<file path="src/rtl/calc_result_collector.sv">
// calc_result_collector
//   Reassembles 16-bit results from the upstream calculator's byte stream and
//   queues them in a small first-word-fall-through FIFO.
//
//   A frame is a low byte (phase_in == LO_PHASE) followed by a high byte
//   (phase_in == HI_PHASE). Any other phase between them aborts the frame.
//   A high byte with no low byte before it is ignored.
//
// Parameters
//   DEPTH    FIFO entries; power of two, 2..16
//   LO_PHASE phase value that carries the result low byte
//   HI_PHASE phase value that carries the result high byte
//
// Ports
//   clk        sole clock, rising edge
//   rst_n      synchronous active-low reset
//   byte_in    result byte stream
//   phase_in   upstream sequencing counter
//   out_data   head-of-FIFO result, 16'h0000 when empty
//   out_valid  FIFO non-empty
//   out_ready  consumer accept
//   level      FIFO occupancy
//   overflow   sticky: a completed result was dropped because the FIFO was full
//   clr_ovf    clears overflow (and drop_cnt when present)
//   drop_cnt   saturating count of dropped results
//              (present only with CALC_COLLECTOR_DROP_CNT_EN defined)
//   fsm_state  framing FSM state (0 = IDLE, 1 = HAVE_LO), for observation
//
// Handshake: a result transfers on every rising edge where out_valid and
//   out_ready are both high; out_ready is ignored while out_valid is low, and
//   out_data is held stable until the transfer happens.

module calc_result_collector #(
  parameter int       DEPTH    = 4,
  parameter logic [2:0] LO_PHASE = 3'd5,
  parameter logic [2:0] HI_PHASE = 3'd6
) (
  input  logic                       clk,
  input  logic                       rst_n,
  input  logic [7:0]                 byte_in,
  input  logic [2:0]                 phase_in,
  output logic [15:0]                out_data,
  output logic                       out_valid,
  input  logic                       out_ready,
  output logic [$clog2(DEPTH):0]     level,
  output logic                       overflow,
  input  logic                       clr_ovf,
`ifdef CALC_COLLECTOR_DROP_CNT_EN
  output logic [7:0]                 drop_cnt,
`endif
  output logic [0:0]                 fsm_state
);

  localparam int AW = (DEPTH > 1) ? $clog2(DEPTH) : 1;
  localparam int LW = $clog2(DEPTH) + 1;
  localparam logic [LW-1:0] FULL_LVL = LW'(DEPTH);

  localparam logic [0:0] IDLE    = 1'b0;
  localparam logic [0:0] HAVE_LO = 1'b1;

  logic [0:0]    state;
  logic [7:0]    lo_byte;
  logic [15:0]   mem [DEPTH];
  logic [AW-1:0] wr_ptr;
  logic [AW-1:0] rd_ptr;
  logic [LW-1:0] cnt;

  logic push;
  logic pop;
  logic full;
  logic do_write;
  logic drop;

  assign push      = (state == HAVE_LO) && (phase_in == HI_PHASE);
  assign out_valid = (cnt != '0);
  assign pop       = out_valid && out_ready;
  assign full      = (cnt == FULL_LVL);
  // A full FIFO still accepts a push when the head leaves on the same edge.
  assign do_write  = push && (!full || pop);
  assign drop      = push && full && !pop;

  assign level     = cnt;
  assign fsm_state = state;
  assign out_data  = out_valid ? mem[rd_ptr] : 16'h0000;

  // Framing FSM
  always_ff @(posedge clk) begin
    if (!rst_n) begin
      state   <= IDLE;
      lo_byte <= 8'h00;
    end else begin
      case (state)
        IDLE: begin
          if (phase_in == LO_PHASE) begin
            lo_byte <= byte_in;
            state   <= HAVE_LO;
          end
        end
        HAVE_LO: begin
          if (phase_in == LO_PHASE) begin
            lo_byte <= byte_in;
          end else begin
            // HI completes the frame; any other phase aborts it.
            state <= IDLE;
          end
        end
        default: state <= IDLE;
      endcase
    end
  end

  // Storage is not reset; only pointers and occupancy define validity.
  always_ff @(posedge clk) begin
    if (do_write) begin
      mem[wr_ptr] <= {byte_in, lo_byte};
    end
  end

  always_ff @(posedge clk) begin
    if (!rst_n) begin
      wr_ptr <= '0;
      rd_ptr <= '0;
      cnt    <= '0;
    end else begin
      if (do_write) wr_ptr <= wr_ptr + 1'b1;
      if (pop)      rd_ptr <= rd_ptr + 1'b1;
      if (do_write && !pop)      cnt <= cnt + 1'b1;
      else if (pop && !do_write) cnt <= cnt - 1'b1;
    end
  end

  // Set wins over clear when a drop coincides with clr_ovf.
  always_ff @(posedge clk) begin
    if (!rst_n)       overflow <= 1'b0;
    else if (drop)    overflow <= 1'b1;
    else if (clr_ovf) overflow <= 1'b0;
  end

`ifdef CALC_COLLECTOR_DROP_CNT_EN
  always_ff @(posedge clk) begin
    if (!rst_n) begin
      drop_cnt <= 8'h00;
    end else if (clr_ovf) begin
      drop_cnt <= drop ? 8'h01 : 8'h00;
    end else if (drop && (drop_cnt != 8'hFF)) begin
      drop_cnt <= drop_cnt + 8'h01;
    end
  end
`endif

endmodule

</file>
<file path="config.mk">
export PLATFORM = sky130hd
export DESIGN_NAME = calc_result_collector
export DESIGN_NICKNAME = d
export VERILOG_FILES = /design/src/rtl/calc_result_collector.sv
export SDC_FILE = /design/constraint.sdc
export NUM_CORES = 1
export LEC_CHECK = 0
export BUFFER_PORTS_ARGS = -buffer_cell sky130_fd_sc_hd__buf_2
export CAP_MARGIN = 20
export CORE_UTILIZATION = 55
export CTS_CLUSTER_DIAMETER = 200
export DETAILED_ROUTE_END_ITERATION = 16
export GPL_TIMING_DRIVEN = 0
export PLACE_DENSITY = 0.76
export SYNTH_ARGS = -nofsm -noshare
export SYNTH_HDL_FRONTEND = slang
export SYNTH_SLANG_ARGS = --single-unit
export TNS_END_PERCENT = 50
</file>
<file path="constraint.sdc">
create_clock -name clk -period 2.92 [get_ports clk]
set_clock_uncertainty 0.05 [all_clocks]
set_input_delay 0 -clock clk [delete_from_list [all_inputs] [get_ports clk]]
set_output_delay 0 -clock clk [all_outputs]
set_load 0.01 [all_outputs]
</file>
## Yosys cells after proc, flatten, opt, wreduce, memory -nomap -nowiden

Memory sizes are Yosys's and may differ from the RTL's. A register that Yosys moved wholly into a read port is not among the register bits.
Cells that the tools add are included.

| word-level totals | value |
|---|---|
| bits in registers | 17 |
| input port bits | 15 |
| output and inout bits | 22 |
| memories | 1 |
| logic and storage cells | 39 |
| bits in writable memories | 64 |

| operators by class | value |
|---|---|
| mux-type cells | 11 |
| eq/ne operators | 3 |
| add/subtract/negate cells | 4 |
| reductions and logical operators | 14 |

Memories:

| name | depth | width | rd ports | clocked after memory_dff | write ports | RTL line | text |
|---|---|---|---|---|---|---|---|
| mem | 4 | 16 | 1 | 1 | 1 | 63 | `logic [15:0] mem [DEPTH];` |

Operators with widths:

| operator | number |
|---|---|
| $mux W16 | 1 |
| $eq A3 B3 Y1 const B | 3 |
| $mux W8 | 1 |
| $logic_and A1 B1 Y1 | 7 |
| $mux W3 | 2 |
| $mux W1 | 5 |
| $add A2 B1 Y2 const B | 2 |
| $mux W2 | 2 |
| $reduce_bool A2 Y1 | 2 |
| $add A3 B1 Y3 const B | 1 |
| $logic_not A1 Y1 | 3 |
| $reduce_bool A3 Y1 | 1 |
| $sub A3 B1 Y3 const B | 1 |
| $logic_or A1 B1 Y1 | 1 |

## Logic depth before layout (Yosys ltp)

Gate-level depths: netlist (run 1).

| logic depth | value |
|---|---|
| depth in word-level cells | 8 |
| gate-level depth with buffers | 9 |
| mapped depth without buffers | 8 |

## Worst setup path before layout (run 1)

OpenSTA, ideal clock, no wires.

| timing path | value |
|---|---|
| path kind | flip-flop to flip-flop |
| start point | register cnt[0] (netlist: level[0]) |
| end point | register cnt[2] (netlist: level[2]) |
| arrival time | 2.008 ns |
| cell stages (with the launch flop) | 10 |
| setup slack | 0.792 ns |
| period minus slack after synthesis | 2.128 ns |
| buffers on the path | 1 |
| cells stage by stage | dfxtp_1 nor4b_2 nor2b_1 buf_2 ha_1 inv_1 fa_1 xor2_1 or3_1 a21oi_1 |

| between the ends | value |
|---|---|
| longest elaborated chain between the ends | 7 |
| elaborated cells on any way between the ends | 15 |
| those cells by class | 2 x add/sub; 1 x eq/ne; 2 x mux; 10 x reduce/logical |

RTL lines:

| item | RTL line | text |
|---|---|---|
| start, declared | 66 | `logic [LW-1:0] cnt;` |
| start signal, assigned | 127 | `if (do_write && !pop) cnt <= cnt + 1'b1;` |
| start signal, assigned | 128 | `else if (pop && !do_write) cnt <= cnt - 1'b1;` |
| $eq A3 B3 Y1 / $reduce_bool A3 Y1 (equally long branches) | 77, 75 |  |
| $logic_not A1 Y1 / $logic_and A1 B1 Y1 (equally long branches) | 79, 76 |  |
| $logic_or A1 B1 Y1 * | 79 | `assign do_write = push && (!full \|\| pop);` |
| $logic_and A1 B1 Y1 * | 79 |  |
| via do_write | 71 | `logic do_write;` |
| $logic_not A1 Y1 | 128 |  |
| $logic_and A1 B1 Y1 | 128 |  |
| $reduce_bool A2 Y1 (no line) | -- |  |

Mark *: on every way through the listed nets, which the timed path passes. The rest lies on a longest branch. The select of a mux whose other input is x is not followed.
A chain may end at the register's enable or synchronous reset.

## Worst setup path in the final report (run 1)

Same ends and word-level chain as after synthesis.

==> qor.txt, run 1 <==
Status - finished clean
R2R Setup Slk - 680 ps
Placed standard-cell area - 3615 um2
Aggregate global-route resource usage - 0.1980
Final Instance Area - 3961 um2
Global-route wire length before repair - 8880 um
Gate Count Post-Synth - 185
Synth Area per Inst - 18.06 um2
Met2 usage - 0.3393
Ant diodes - 0
Core Area - 5886 um2
Synth Flop Type - edfxtp_1
Relative max-transition margin - 0.4144
# DRC - 0
CTS buffer count - 9
Async set or reset register ratio after synthesis - 0
TNS Setup - 0 ps
Worst Path Max Fanout - 7
Post-DR vias/cell - 5.302
Mapped Nets - 206
FILL cells - 416
Top post-synthesis cells by area - edfxtp_1 (58%), dfxtp_1 (11%), mux4_2 (11%)
Routed vias - 1723
Total clock sinks - 83
Max capacitance violation total - 0
Hold Path End - fsm_state
DRT Pass-1 Iters - 4
Max Freq - 445.6 MHz
Initial Utilization - 0.5676
Clock transition at path regs - 80 ps
CTS tree - built
Setup violators final - 0
CP required - 3150 ps
Total congestion overflow - 0
Number of enable flip-flop cells after synthesis - 64
Share of the synthesized area in the top cell type - 0.5753
RSZ-0062 raised after global routing - no
Root Driver - clkbuf_8
Share of cells above drive strength 1 - 0.3520
I/O pins - 37
Commonest non-fill, non-tap cell in the layout - edfxtp_1
Gpl congestion - 0.7403
Drt total wl - 5607 um
Yosys synthesis warning count - 0
Largest area contributor in the netlist - edfxtp_1
Most frequent cells in the layout - edfxtp_1 (64), buf_2 (40), dfxtp_1 (19)
Number of global-route vias before repair - 1825
Netlist cell types - 27
Dpl ws - 680.2 ps
Register area share after synthesis - 0.6891
Port bufs - 36
Final worst path period need - 2244 ps
Initial antenna violation count - 0
Syn-to-layout area delta - 18.58%
Worst setup margin - 675.8 ps
Die X - 79.94 um
CTS max path bufs - 2
Final period util - 0.7686
H-tree depth - 3
Min-Delay Path Class - input pin to flip-flop
RR Startpoint - level[0]
Post-CTS Setup Inserts - 0
Worst-margin pin slew - 873.7 ps
Area occupied by multi-input gates - 953.4 um2
Nets - 266
Hold Crit Depth - 4
R2r endpoint - level[2]
Post-synthesis cell area - 3341 um2
WP data arrival - 2480 ps
WL/cell - 17.25 um
Pwr Density - 830.2 nW/um2
Peak VDD IR - 672.6 uV
Leakage power - 1.517 nW
R2R depth - 9
Final Util - 0.6730
GR Layer Usage met3 - 0.04914
Worst Setup SP - level[0]
Most used routing layer - met2
Row count - 28
Setup CP Type - flip-flop to flip-flop
HPWL after DPL - 3545 um
Die Ht - 79.94 um
Seq cells post-synth - 83
Setup crit start kind - flip-flop
Largest net degree at the start of global routing - 17
Critical hold path startpoint - phase_in[0]
Pins Over Slew Limit - 0
Total die area - 6390 um2
ANT nets after route - 0
Hold Fails Final Rpt - 0
Storage cell area - 2302 um2
Initial DRC Count - 98
CP Capture Type - flip-flop
Met1 track demand over resource - 0.2378
Skew-Pair Late Insertion Delay - 340 ps
==> power by group <==
part	total (mW)	switching, mW	internal [mW]
sequential	1.36	0.0541	1.31
clock	0.837	0.378	0.459
combinational	1.09	0.562	0.528
total	3.29	0.994	2.30
==> kinds of logic (layout without fill, tap and decap cells) <==
family,count (synthesis),after routing,synth area share
compound gates,6,6,0.009737
xor+xnor,3,3,0.007867
fa+ha+maj,6,6,0.02472
buf+inv,13,78,0.02547
flops,83,83,0.6891
mux,27,27,0.1408
simple gates,47,47,0.1022
==> worst max-delay path, stage by stage, from the launching register on <==
cell and delay (ps):
dfxtp_1 500, nor4b_2 100, nor2b_1 110, buf_2 190, ha_1 210, inv_1 60
fa_1 370, xor2_1 160, or3_1 310, a21oi_1 130
==> cell usage after synthesis (all sizes together) (2+ instances only) <==
library cell and number:
xor2 3, and2b 2, mux2i 11, and2 4
a21oi 3, nor2 14, edfxtp 64, ha 5
dfxtp 19, nand2 5, nor2b 16, or3 2
buf 7, mux4 16, inv 5, o21ai 2
==> metal layers <==
metal  up-vias  share of wire  wire length, um
li1        810              -                -
met1       859           0.40             2261
met2        47           0.55             3077
met3         7          0.039              220
met4         0         0.0084               47
met5         -              0                0
==> what timing repair did <==
item,4_1_cts,5_1_grt
gates resized for setup,0,0
endpoints found under the setup margin,0,0
hold buffers,13,0
endpoints found under the hold margin,48,0
==> how the worst max path moves through the flow <==
| stage | end | slack (ps) |
|---|---|---|
| finish | level[2] | 680 |
| detailed placement | level[2] | 680 |
| floorplan | level[2] | 790 |
| CTS | level[2] | 660 |
| global placement | level[2] | 700 |
| global route | level[2] | 500 |
==> metrics by stage <==
stage | hold WS [ps] | cells | total power [mW]
floorplan | 48.87 | 185 | 2.167
global placement | 182.9 | 296 | 2.453
detailed placement | 188.4 | 296 | 2.482
CTS | 142.8 | 325 | 3.321
global route | 164.2 | 325 | 3.441
finish | 160.8 | 325 | 3.289
==> layout make-up <==
class,count,share of cell area
multi-input combinational,89,0.2407
clock inverter,2,0.002843
sequential,83,0.5812
inverter,5,0.004738
buffer,8,0.01674
timing repair buffer,49,0.07833
tap,75,0.02369
clock buffer,14,0.05180
==> registers in the layout, indices dropped and copies added (netlist names), named ones only <==
signal and count:
fsm_state 1, level 3, lo_byte 8, mem 64, overflow 1, rd_ptr 2
wr_ptr 2
(Power assumes the default switching activity.)
==> run 2: changes to the inputs <==
==> constraint.sdc (replaced) <==
create_clock -name clk -period 2.18 [get_ports clk]
set_clock_uncertainty 0.05 [all_clocks]
set_input_delay 0 -clock clk [delete_from_list [all_inputs] [get_ports clk]]
set_output_delay 0 -clock clk [all_outputs]
set_load 0.01 [all_outputs]
==> run 2 against run 1 <==
Global-route usage barely moved; register-to-register slack lost 580 ps; clock-buffer cell count unchanged; total power increased by 35%; cell count is 0.31% higher; maximum frequency grew 7.9%.
==> qor.txt, run 2 (synthesized netlist as in run 1, its figures left out) <==
CP max-delay cell - fa_1
Hold Path End - fsm_state
Aggregate global-route resource usage - 0.1978
Setup CP Type - flip-flop to flip-flop
WP data arrival - 2300 ps
Hold Crit Depth - 4
Crit-path cells - and4b_1, nor2b_1, buf_4, ha_2, inv_1, fa_1, xor2_1, or3_1, a21oi_1
Dpl ws - -59.81 ps
Crit-path max cell delay - 370 ps
Skew-Pair Late Insertion Delay - 340 ps
Clock transition at path regs - 80 ps
CTS buffer count - 9
RSZ-0062 raised after global routing - no
Seq pwr share - 0.416
Commonest non-fill, non-tap cell in the layout - edfxtp_1
Initial Utilization - 0.5676
Setup violators final - 0
CP Capture Type - flip-flop
Row count - 28
Largest net degree at the start of global routing - 17
Int Pwr - 3.098 mW
R2r endpoint - level[2]
Share of cells above drive strength 1 - 0.3785
Final period util - 0.9539
Total congestion overflow - 0
CP required - 2400 ps
Psw - 1.335 mW
Core Area - 5886 um2
# DRC - 0
Final Instance Area - 3995 um2
HPWL after DPL - 3545 um
Global-route wire length before repair - 8866 um
Max reg flops - 64
Syn-to-layout area delta - 19.59%
Final worst path period need - 2079 ps
I/O pins - 37
Status - finished clean
Pwr Density - 1110 nW/um2
Worst Path Max Fanout - 2
CTS tree - built
Port bufs - 36
Initial antenna violation count - 0
Die Ht - 79.94 um
Part of the power in the clock network - 0.251
R2R depth - 9
DRT Pass-1 Iters - 4
Critical hold path startpoint - phase_in[2]
Drt total wl - 5654 um
Die X - 79.94 um
Nets - 267
Buffers and inverters on the worst path - 2
Ant diodes - 0
Switching part of the total - 0.3012
Hold Fails Final Rpt - 0
ANT nets after route - 0
Top reg by flops - mem
Peak VDD IR - 900.9 uV
Total die area - 6390 um2
Pins Over Slew Limit - 0
H-tree depth - 3
FILL cells - 409
Post-DR vias/cell - 5.291
Setup crit start kind - flip-flop
Max Freq - 480.9 MHz
Routed vias - 1725
RR Startpoint - fsm_state
Number of global-route vias before repair - 1828
Initial DRC Count - 104
Placed standard-cell area - 3615 um2
R2R Setup Slk - 100 ps
CP delay by family, top - simple AND/OR/NAND/NOR gates
Worst-margin pin slew - 871.3 ps
Min-Delay Path Class - input pin to flip-flop
Max capacitance violation total - 0
Comb pwr share - 0.333
WL/cell - 17.34 um
Relative max-transition margin - 0.4160
Total clock sinks - 83
Root Driver - clkbuf_8
CTS max path bufs - 2
Most frequent cells in the layout - edfxtp_1 (64), buf_2 (39), mux4_2 (16)
Leakage power - 1.522 nW
Gpl congestion - 0.7403
Worst setup margin - 100.6 ps
[run 2: cell types whose count changed in the layout (fill, tap and decap cells not counted)]
cell	previous run	this run
dfxtp_2	0	3
nor4b_4	0	1
ha_2	0	1
o31ai_2	0	1
ha_1	5	4
nor4b_2	1	0
buf_4	0	2
dfxtp_4	0	1
dfxtp_1	19	15
o31ai_1	1	0
buf_2	40	39
[run 2: area by class of cell]
type / count / area (um2) / area share
buffer: 8 / 68.82 / 0.01723
timing repair buffer: 50 / 317.8 / 0.07955
sequential: 83 / 2310 / 0.5781
tap: 75 / 93.84 / 0.02349
multi-input combinational: 89 / 969.7 / 0.2427
clock buffer: 14 / 205.2 / 0.05136
inverter: 5 / 18.77 / 0.004698
clock inverter: 2 / 11.26 / 0.002819
[run 2: worst max-delay path by stage]
stage              start       end  slack, ps  depth (start not counted)
5_1_grt        fsm_state  level[2]        0.6                          9
4_1_cts        fsm_state  level[2]         20                          9
3_5_place_dp    level[0]  level[2]        -60                          9
6_report       fsm_state  level[2]        100                          9
2_1_floorplan   level[0]  level[2]         50                          9
3_3_place_gp    level[0]  level[2]        -40                          9
[run 2: timing repair]
item                       CTS  global route
gates cloned                 0             0
hold endpoints to repair    48             0
hold buffers                13             0
gates resized for setup      3             6
setup endpoints to repair    1             2
buffers inserted             0             1
pin swaps                    0             2
[run 2: worst reg2reg max path, stage by stage, from the launching register on]
cell	delay (ps)
dfxtp_2	320
and4b_1	210
nor2b_1	130
buf_4	120
ha_2	180
inv_1	50
fa_1	370
xor2_1	160
or3_1	310
a21oi_1	120
[run 2: power by group through the flow]
stage | clock network, mW | registers, mW | logic [mW]
finish | 1.11 | 1.85 | 1.48
global route | 1.20 | 1.86 | 1.58
CTS | 1.14 | 1.83 | 1.48
detailed placement | 0 | 1.86 | 1.46
global placement | 0 | 1.86 | 1.43
floorplan | 0 | 1.86 | 1.04
[run 2: stage by stage]
step | util | power (mW) | hold slack [ps] | instances | setup TNS (ps)
after floorplan | - | 2.902 | 48.87 | 185 | 0
after global placement | 0.6142 | 3.286 | 182.9 | 296 | -41.59
after detailed placement | 0.6142 | 3.324 | 188.4 | 296 | -59.81
after CTS | 0.6739 | 4.453 | 142.8 | 325 | 0
after global routing | 0.6788 | 4.643 | 164.1 | 326 | 0
final | 0.6788 | 4.434 | 174.8 | 326 | 0
[run 2: routing by layer]
| layer | global-route usage | routed length [um] | vias to the layer above |
|---|---|---|---|
| li1 | - | - | 814 |
| met1 | 0.2370 | 2287 | 864 |
| met2 | 0.3393 | 3165 | 45 |
| met3 | 0.04914 | 193 | 2 |
| met4 | 0.08393 | 8 | 0 |
| met5 | 0 | 0 | - |
==> run 3: changes to the inputs <==
--- a/config.mk
+++ b/config.mk
@@ -8,9 +8,9 @@
 export BUFFER_PORTS_ARGS = -buffer_cell sky130_fd_sc_hd__buf_2
 export CAP_MARGIN = 20
 export CORE_UTILIZATION = 55
+export CTS_BUF_LIST = sky130_fd_sc_hd__clkbuf_2 sky130_fd_sc_hd__clkbuf_4 sky130_fd_sc_hd__clkbuf_8
 export CTS_CLUSTER_DIAMETER = 200
 export DETAILED_ROUTE_END_ITERATION = 16
-export GPL_TIMING_DRIVEN = 0
 export PLACE_DENSITY = 0.76
 export SYNTH_ARGS = -nofsm -noshare
 export SYNTH_HDL_FRONTEND = slang
==> run 3 against run 2 <==
Cell area shrank 1.1%; total power shrank 0.45%; sequential cell count is the same.
==> qor.txt, run 3 (synthesized netlist as in run 1, its figures left out) <==
# DRC - 0
Worst Path Max Fanout - 6
Setup CP Type - flip-flop to flip-flop
Drt total wl - 5548 um
Final worst path period need - 2060 ps
RR Startpoint - level[2]
Core Area - 5886 um2
Storage cell area - 2303 um2
Gpl congestion - 0.7586
Worst-margin pin slew - 886.8 ps
Min-Delay Path Class - input pin to flip-flop
Status - finished clean
Pwr Density - 1117 nW/um2
Die X - 79.94 um
Initial DRC Count - 127
Final period util - 0.9447
Crit-path cells - o31ai_2, ha_1, inv_1, fa_1, xor2_1, or3_1, a21oi_1
CTS max path bufs - 2
Row count - 28
Global-route wire length before repair - 8887 um
WP data arrival - 2280 ps
Root Driver - clkbuf_8
Critical hold path startpoint - phase_in[2]
Worst Setup SP - level[2]
Hold Fails Final Rpt - 0
RSZ-0062 raised after global routing - no
Routed vias - 1718
Total congestion overflow - 0
CP required - 2400 ps
Comb pwr share - 0.341
HPWL after DPL - 3555 um
Post-CTS Setup Inserts - 0
Pins Over Slew Limit - 0
WL/cell - 17.07 um
DRT Pass-1 Iters - 4
Setup crit start kind - flip-flop
Total die area - 6390 um2
CP max-delay cell - dfxtp_2
Commonest non-fill, non-tap cell in the layout - edfxtp_1
CTS tree - built
Top reg by flops - mem
Setup violators final - 0
Max Freq - 485.6 MHz
Peak VDD IR - 857.6 uV
Skew-Pair Late Insertion Delay - 350 ps
WHS - 82.42 ps
ANT nets after route - 0
Clock transition at path regs - 80 ps
Seq pwr share - 0.412
Initial Utilization - 0.5676
Relative max-transition margin - 0.4088
I/O pins - 37
Max capacitance violation total - 0
Number of global-route vias before repair - 1714
Most frequent cells in the layout - edfxtp_1 (64), buf_2 (36), dfxtp_1 (18)
Final Util - 0.6713
Port bufs - 36
Leakage power - 1.511 nW
Psw - 1.345 mW
Post-DR vias/cell - 5.286
Int Pwr - 3.069 mW
CP Capture Type - flip-flop
Total clock sinks - 83
Aggregate global-route resource usage - 0.1989
H-tree depth - 3
Share of cells above drive strength 1 - 0.3760
Part of the power in the clock network - 0.248
CTS buffer count - 9
Crit-path max cell delay - 370 ps
Largest net degree at the start of global routing - 17
Nets - 266
TNS Setup - 0 ps
Switching part of the total - 0.3047
Initial antenna violation count - 0
Die Ht - 79.94 um
Post-layout total power - 4.414 mW
FILL cells - 413
Max reg flops - 64
Ant diodes - 0
Area occupied by multi-input gates - 972.2 um2
Syn-to-layout area delta - 18.28%
## run 3: changes by cell type in the layout (fill, tap and decap cells not counted), sizes merged
cell | before | now
clkbuf | 15 | 11
dlygate4sd3 | 13 | 11
clkinv | 1 | 3
bufinv | 0 | 1
buf | 44 | 46
## run 3: area by class of cell
type | count | share of cell area
timing repair buffer | 57 | 0.09246
sequential | 83 | 0.5830
multi-input combinational | 89 | 0.2460
tap | 75 | 0.02375
inverter | 5 | 0.004750
clock inverter | 5 | 0.01330
clock buffer | 11 | 0.03673
## run 3: stage by stage
step	setup slack [ps]	instance area, um2	std cells
4_1_cts	45.03	3938	325
2_1_floorplan	52.18	3341	185
5_1_grt	13.12	3951	325
3_5_place_dp	59.40	3630	298
6_report	120.5	3951	325
3_3_place_gp	151.0	3630	298
## run 3: path summary, 6_finish.rpt
kind,to,slack (ps),depth (start not counted)
hold / removal,overflow,80,4
setup / recovery,level[2],120,7
hold reg to reg,wr_ptr[1],460,2
setup reg to reg,level[2],120,7
## run 3: what timing repair did
| item | in CTS | in global routing |
|---|---|---|
| hold endpoints to repair | 43 | 0 |
| gates resized for setup | 0 | 4 |
| endpoints found under the setup margin | 0 | 4 |
| hold buffers | 11 | 0 |
## run 3: layer usage
| layer | routed length (um) | up-vias | part of all wire | global-route usage |
|---|---|---|---|---|
| met1 | 2498 | 858 | 0.45 | 0.2569 |
| met3 | 192 | 6 | 0.035 | 0.05829 |
| met4 | 44 | 0 | 0.0079 | 0.07500 |
| li1 | - | 812 | - | - |
| met2 | 2813 | 42 | 0.51 | 0.3197 |
| met5 | 0 | - | 0 | 0 |
## run 3: worst max-delay path, delay by kind of cell (launching register included)
family                     cells  cell delay, ps
adders and majority gates      2             600
AOI/OAI and AO/OA              2             440
DFF                            1             370
and+or+nand+nor                1             320
xor gates and xnor gates       1             160
buffers and inverters          1              60
## run 3: power by group through the flow
stage	logic, mW	registers [mW]	clock network, mW
6_report	1.50	1.82	1.09
5_1_grt	1.63	1.83	1.17
4_1_cts	1.53	1.81	1.11
3_5_place_dp	1.50	1.85	0
3_3_place_gp	1.48	1.84	0
2_1_floorplan	1.04	1.86	0
